<file path="src/rtl/pc_pkg.sv">
// Shared definitions for the program-counter sequencer: opcode width and encoding.
package pc_pkg;

  localparam int OP_W = 3;

  typedef enum logic [OP_W-1:0] {
    OP_HOLD   = 3'd0,
    OP_INC    = 3'd1,
    OP_JUMP   = 3'd2,
    OP_BRANCH = 3'd3,
    OP_CALL   = 3'd4,
    OP_RET    = 3'd5
  } pc_op_e;

endpackage

</file>
<file path="src/rtl/return_stack.sv">
// LIFO return-address storage with registered occupancy count.
// Callers must never push when full or pop when empty; gating lives upstream.
module return_stack #(
  parameter int WIDTH = 8,
  parameter int DEPTH = 4
) (
  input  logic                       clk,
  input  logic                       resetB,
  input  logic                       push,
  input  logic                       pop,
  input  logic [WIDTH-1:0]           din,
  output logic [WIDTH-1:0]           top,
  output logic [$clog2(DEPTH+1)-1:0] sp,
  output logic                       full,
  output logic                       empty
);

  localparam int SP_W  = $clog2(DEPTH + 1);
  localparam int IDX_W = (DEPTH > 1) ? $clog2(DEPTH) : 1;

  logic [WIDTH-1:0] mem [DEPTH];
  logic [SP_W-1:0]  sp_m1;
  logic [IDX_W-1:0] wr_idx;
  logic [IDX_W-1:0] rd_idx;

  assign sp_m1  = sp - SP_W'(1);
  assign wr_idx = sp[IDX_W-1:0];
  assign rd_idx = sp_m1[IDX_W-1:0];
  assign top    = mem[rd_idx];
  assign full   = (sp == SP_W'(DEPTH));
  assign empty  = (sp == '0);

  // Occupancy counter; the only stack state that reset touches.
  always_ff @(posedge clk) begin
    if (!resetB)   sp <= '0;
    else if (push) sp <= sp + SP_W'(1);
    else if (pop)  sp <= sp_m1;
  end

  // Entry storage is never cleared; stale entries sit above sp and are unreadable.
  always_ff @(posedge clk) begin
    if (push) mem[wr_idx] <= din;
  end

endmodule

</file>
<file path="src/rtl/pc_return_stack.sv">
// Program counter with increment, jump, signed relative branch and CALL/RET
// through an integrated return-address stack. Stack misuse sets a sticky fault.
module pc_return_stack
  import pc_pkg::*;
#(
  parameter int               WIDTH        = 8,
  parameter int               DEPTH        = 4,
  parameter logic [WIDTH-1:0] RESET_VECTOR = '0
) (
  input  logic                       clk,
  input  logic                       resetB,
  input  logic [OP_W-1:0]            op,
  input  logic [WIDTH-1:0]           dbus,
  output logic [WIDTH-1:0]           pc,
  output logic [$clog2(DEPTH+1)-1:0] sp,
  output logic                       stackEmpty,
  output logic                       stackFull,
  output logic                       fault
);

  logic [WIDTH-1:0] pc_nxt;
  logic [WIDTH-1:0] pc_inc;
  logic [WIDTH-1:0] top;
  logic             push;
  logic             pop;
  logic             fault_set;

  // Two's-complement add wraps naturally modulo 2^WIDTH.
  function automatic logic [WIDTH-1:0] branch_target(input logic [WIDTH-1:0] base,
                                                     input logic [WIDTH-1:0] offs);
    logic signed [WIDTH-1:0] s_base;
    logic signed [WIDTH-1:0] s_offs;
    logic signed [WIDTH-1:0] s_sum;
    s_base = signed'(base);
    s_offs = signed'(offs);
    s_sum  = s_base + s_offs;
    return unsigned'(s_sum);
  endfunction

  assign pc_inc = pc + WIDTH'(1);

  return_stack #(.WIDTH(WIDTH), .DEPTH(DEPTH)) u_stack (
    .clk    (clk),
    .resetB (resetB),
    .push   (push),
    .pop    (pop),
    .din    (pc_inc),
    .top    (top),
    .sp     (sp),
    .full   (stackFull),
    .empty  (stackEmpty)
  );

  // Opcode decode: next PC, stack gating and fault detection.
  always_comb begin
    pc_nxt    = pc;
    push      = 1'b0;
    pop       = 1'b0;
    fault_set = 1'b0;
    case (op)
      OP_INC:    pc_nxt = pc_inc;
      OP_JUMP:   pc_nxt = dbus;
      OP_BRANCH: pc_nxt = branch_target(pc, dbus);
      OP_CALL: begin
        if (stackFull) begin
          fault_set = 1'b1;
        end else begin
          push   = resetB;
          pc_nxt = dbus;
        end
      end
      OP_RET: begin
        if (stackEmpty) begin
          fault_set = 1'b1;
        end else begin
          pop    = resetB;
          pc_nxt = top;
        end
      end
      default: pc_nxt = pc;
    endcase
  end

  // PC and sticky fault registers; reset overrides any opcode.
  always_ff @(posedge clk) begin
    if (!resetB) begin
      pc    <= RESET_VECTOR;
      fault <= 1'b0;
    end else begin
      pc <= pc_nxt;
      if (fault_set) fault <= 1'b1;
    end
  end

endmodule

</file>
<file path="config.mk">
export PLATFORM = sky130hd
export DESIGN_NAME = pc_return_stack
export DESIGN_NICKNAME = d
export VERILOG_FILES = /design/src/rtl/pc_pkg.sv /design/src/rtl/return_stack.sv /design/src/rtl/pc_return_stack.sv
export SDC_FILE = /design/constraint.sdc
export NUM_CORES = 1
export LEC_CHECK = 0
export CORE_ASPECT_RATIO = 0.5
export CORE_MARGIN = 2
export CORE_UTILIZATION = 51
export CTS_BUF_LIST = sky130_fd_sc_hd__clkbuf_4 sky130_fd_sc_hd__clkbuf_8 sky130_fd_sc_hd__clkbuf_16
export DETAILED_ROUTE_END_ITERATION = 8
export PLACE_DENSITY_LB_ADDON = 0.08
export SETUP_SLACK_MARGIN = 0.02
export SLEW_MARGIN = 25
export SYNTH_ARGS = -nofsm -noshare
export SYNTH_HDL_FRONTEND = slang
export SYNTH_SLANG_ARGS = --single-unit
</file>
<file path="constraint.sdc">
create_clock -name clk -period 2.25 [get_ports clk]
set_input_delay 0.675 -clock clk [delete_from_list [all_inputs] [get_ports clk]]
set_output_delay 0.675 -clock clk [all_outputs]
set_load 0.05 [all_outputs]
</file>
Yosys cells after proc, flatten, opt, wreduce, memory -nomap -nowiden:

Memory sizes are Yosys's and may differ from the RTL's.
Cells that the tools add are included.

* bits in latches: 0
* memory bits (writable): 32
* memory bits (read-only): 0
* memories kept: 1
* output and inout port bits: 14
* register bits: 12
* bits of input ports: 13
* word-level logic and storage cells: 34

Memories
* u_stack.mem: depth 4, bits a word 8, rd ports 1, clocked after Yosys merged registers in 0, write ports 1, line return_stack.sv:21 `logic [WIDTH-1:0] mem [DEPTH];`

* div/mod/pow operators: 0
* add/subtract/negate cells: 4
* eq/ne operators: 8
* reductions and logical operators: 4
* shift operators: 0
* muxes and demuxes: 14
* bitwise logic cells: 0
* $lt $le $gt $ge: 0
* multipliers: 0

Operators by type and width (count)
* case mux 8 bit (5 select lines): 1
* two-way mux 8 bit: 2
* == test 3 bit (second input constant): 3
* adder 8 x 1 -> 8 bit (second input constant): 1
* adder 8 bit: 1
* two-way mux 1 bit: 8
* == test 3 x 2 -> 1 bit (second input constant): 2
* two-way mux 3 bit: 2
* nonzero test 5 bit: 1
* != test 2 bit (second input constant): 2
* adder 3 x 1 -> 3 bit (second input constant): 1
* == test 3 x 1 -> 1 bit (second input constant): 1
* logical NOT 3 bit: 1
* AND reduction 3 bit: 1
* subtractor 3 x 1 -> 3 bit (second input constant): 1
* case mux 1 bit (2 select lines): 1
* nonzero test 2 bit: 1

Longest topological paths before layout:

* word-level depth: 5
* mapped depth: 10
* gate-level depth less buffers: 7

Hierarchy:

From an unflattened synthesis, not the netlist that was laid out.

* cell total of the unflattened synthesis: 212
* area, all modules: 2507.4 um2

Modules (own cells, without submodules)
* return_stack: instances 1, area an instance 1411.4 um2, seq. area each 1021.0 um2, cells an instance 71
* pc_return_stack: instances 1, area an instance 1096.1 um2, seq. area each 180.2 um2, cells an instance 141

Worst setup path after synthesis:

OpenSTA, ideal clock, no wires.

* path type: reg2reg
* start point: register u_stack.sp[0]
* end point: register u_stack.sp[2]
* slack: -318 ps
* arrival time: 2419 ps
* required time: 2101 ps
* setup time: 149 ps
* cell stages (with the launch flop): 9
* clock period less this slack: 2568 ps
* path through: dfxtp_1 -> buf_6 -> inv_1 -> ha_1 -> and2_1 -> nor3_1 -> and2_1 -> a31oi_1 -> mux2i_1

* cells in the longest elaborated chain, start to end: 4
* elaborated cells between the ends (all ways): 11

RTL lines
* from (decl): line return_stack.sv:13 `output logic [$clog2(DEPTH+1)-1:0] sp,`
* from (signal assigned): line return_stack.sv:36 `else if (push) sp <= sp + SP_W'(1);`
* from (signal assigned): line return_stack.sv:37 `else if (pop) sp <= sp_m1;`
* == test 3 bit (*): line return_stack.sv:30 `assign full = (sp == SP_W'(DEPTH));`
* via stackFull: line pc_return_stack.sv:17 `output logic stackFull,`
* two-way mux 1 bit (*): line pc_return_stack.sv:65 `if (stackFull) begin`
* two-way mux 1 bit (*): line pc_return_stack.sv:60 `case (op)`
* two-way mux 3 bit or nonzero test 2 bit (tied branches)

Mark *: on every way through the listed nets, which the timed path passes. The rest lies on a longest branch. The select of a mux whose other input is x is not followed.
A chain may end at the register's enable or synchronous reset.

Final worst setup path:

* start point: input dbus[1]
* end point: register pc[5]

* cells in the longest elaborated chain, start to end: 2

RTL lines
* from (decl): line pc_return_stack.sv:13 `input logic [WIDTH-1:0] dbus,`
* adder 8 bit: line pc_return_stack.sv:36 `s_sum = s_base + s_offs;`
* case mux 8 bit (5 select lines): line pc_return_stack.sv:60
* to (signal assigned): line pc_return_stack.sv:90 `pc <= pc_nxt;`
* to (decl): line pc_return_stack.sv:14 `output logic [WIDTH-1:0] pc,`

Every way passes these cells.

==> flow_summary_export.csv <==
group,metric,value,unit
run_status,run_status,"finished, final reports clean",
place,io_buffers,26,
logic_synthesis,seq_area_frac_synth,46.5,%
power_and_ir_drop,power.leakage,1.35,nW
sta,period_share,96.3,%
floorplan,rows,18,
grt,grt_pass1_wl,9.77,mm
finish,num_antenna_cells,0,
place,dpl_cell_area,0.00323,mm^2
critical_path,reg2reg_depth,8,
clock_tree,ctsLongestPathBuffers,2,
grt,antenna_found_initial,0,
power_and_ir_drop,p_per_area,654,mW/mm^2
clock_tree,cts_hold_buf,0,
logic_synthesis,syn_inst,227,
sta,rsz0062_at_grt,"true",
clock_tree,cts_tree,"yes",
critical_path,required,2.48,ns
logic_synthesis,synthTopCellsByArea,"edfxtp_1, dfxtp_1, ha_1",
route,drtIter0Drc,127,
clock_tree,cts.sinks,44,
route,drcViolationCount,0,
sta,max_freq,0.461,GHz
logic_synthesis,ys_ff_latch,44,
sta,tightest_slew,0.488,ns
clock_tree,ctsHtreeMaxLevel,2,
sta,maxSlewHeadroom,67.4,%
floorplan,die_w,105,um
flow_run,maxCapViolCount,0,
sta,hold_viol_final,0,
route,drt.antenna.violating_nets,0,
grt,grt_util_all_layers,23.5,%
logic_synthesis,synth_top_cell_by_area,"edfxtp_1",
hold_path,hold_depth,2,
route,via_per_inst,5.64,
floorplan,start_util,52.6,%
finish,area_delta_synth_final,33.1,%
finish,drive_above_1_share,32.3,%
route,drt-pass1-iter-count,5,
place,routabilityCongestion,0.923,
power_and_ir_drop,peakVddDrop,451,uV
logic_synthesis,syn_nets,254,
power_and_ir_drop,finalPower,2.25,mW
grt,first_global_vias,1919,
logic_synthesis,synth_area_per_cell,11.4,um^2
sta,worst_clock_skew,0.0105,ns
logic_synthesis,synth_top_area_share,37.2,%
critical_path,end_kind,"flop",
logic_synthesis,synth_edf_count,32,
finish,final_core_util,70.0,%
logic_synthesis,synth.cell_area,0.00258,mm^2
sta,drv_slew,0,
grt,grt-ovfl-total,0,
clock_tree,cts_buffers,5,
route,wl,6.38,mm
grt,grt_max_degree,15,
place,post-place-ws,-0.537,ns
floorplan,ios,27,
floorplan,core,0.00491,mm^2
clock_tree,path_clk_slew,0.09,ns
hold_path,min_path_type,"flop to flop",
route,wire_per_inst,17.2,um
logic_synthesis,synthArstFlopShare,0,%
place,dp.cells,360,
sta,layout_min_cycle_time,2.17,ns
floorplan,die_height,54.3,um
logic_synthesis,yosys-top-cells-count,"edfxtp_1, mux2i_1, nand2_1",
finish,final_nets,326,
sta,worst_slack,0.0828,ns
place,detailed_place_hpwl,4.80,mm
finish,fin_cells,370,
critical_path,cp-start-kind,"primary input",
logic_synthesis,yosysMostFrequentCell,"edfxtp_1",
clock_tree,clk_latency,0.30,ns
floorplan,die_area,0.00568,mm^2
critical_path,cp.arrival,2.40,ns
logic_synthesis,ys.flop_type,"edfxtp_1",
finish,fin_area,0.00344,mm^2
sta,setup_viol,0,
critical_path,critical_path_class,"primary input to flop",
logic_synthesis,synth_cell_types,56,
logic_synthesis,ys_warn_count,0,
clock_tree,clock_tree.root_cell,"clkbuf_8",
route,vias,2088,
critical_path,path_max_fanout,4,
## worst max-delay path: stages
cell and delay (ns):
dlygate4sd2_1 0.29, ha_1 0.32, a211oi_2 0.09, buf_4 0.15
or4b_1 0.49, a21oi_1 0.15, nor3_1 0.08, o22ai_1 0.16
## stage by stage
step	TNS (ns)	hold slack (ns)
floorplan	0	0.608
global placement	-4.13	0.483
detailed placement	-4.26	0.501
CTS	0	0.519
global route	0	0.556
finish	0	0.520
## path summary, 6_finish.rpt
| kind | from | slack [ns] | to |
|---|---|---|---|
| max | dbus[1] | 0.08 | pc[5] |
| min | u_stack.sp[1] | 0.52 | u_stack.sp[1] |
| max reg2reg | u_stack.sp[1] | 0.20 | pc[6] |
| min reg2reg | u_stack.sp[1] | 0.52 | u_stack.sp[1] |
## metal layers
metal | global-route usage (%) | routed length [um] | share of wire, % | up-vias
met1 | 34.0 | 3210 | 50 | 996
met2 | 36.3 | 2710 | 42 | 59
met3 | 5.12 | 387 | 6.1 | 11
met5 | 0 | 0 | 0 | -
li1 | - | - | - | 1022
met4 | 6.22 | 78 | 1.2 | 0
## kinds of logic after synthesis
logic type / synth area share [%]
buffers and inverters: 3.88
muxes: 10.4
adders and majority gates: 7.08
and+or+nand+nor: 12.0
xor gates and xnor gates: 4.02
AOI/OAI and AO/OA: 16.1
DFF: 46.5
## final cells by class
type	instances	area, um^2
clock inverters	3	42.5
clock buffers	5	68.8
repair buffers	77	631
multi-input cells	162	1370
well taps	70	87.6
inverters	9	33.8
fillers	376	1470
flip-flops and latches	44	1200
## registers in the layout (all words and copies together), names as in the netlist
register,flops
u_stack.sp,3
pc,8
fault,1
u_stack.mem,32
## cell usage in the layout (no fill, tap or decap), types with 2 or more instances in the layout
cell	instances
nand2b_1	3
buf_4	61
o2111ai_1	2
and2_2	4
o221ai_1	5
nand3b_1	3
dlygate4sd2_1	6
o211ai_1	2
nor2_1	9
mux2i_1	14
dfxtp_2	2
nand3_1	6
mux4_1	3
o21ai_2	2
ha_1	6
ha_2	5
buf_12	2
xnor2_1	3
inv_1	9
and3_1	3
xor2_1	7
o21bai_1	2
a21oi_1	13
clkbuf_8	5
nor3_1	4
a221oi_2	2
edfxtp_1	32
ha_4	2
nand2_1	14
dfxtp_1	10
clkdlybuf4s50_1	8
nand4_1	2
nor2b_1	2
o22ai_1	2
a31oi_1	5
o21ai_0	10
## repair_timing
action	4_1_cts	5_1_grt
hold endpoints to repair	0	0
setup buffers	1	1
gates resized for setup	19	5
setup endpoints to repair	5	5
gates cloned	0	0
pin swaps	6	3
## report_power, final
group / leakage [nW] / internal, mW / total (mW) / switching (mW)
clock: 0.0558 / 0.329 / 0.610 / 0.281
combinational: 0.899 / 0.309 / 0.690 / 0.382
sequential: 0.393 / 0.912 / 0.947 / 0.0340
total: 1.35 / 1.55 / 2.25 / 0.696
No activity file was read; power rests on OpenSTA's default activity.
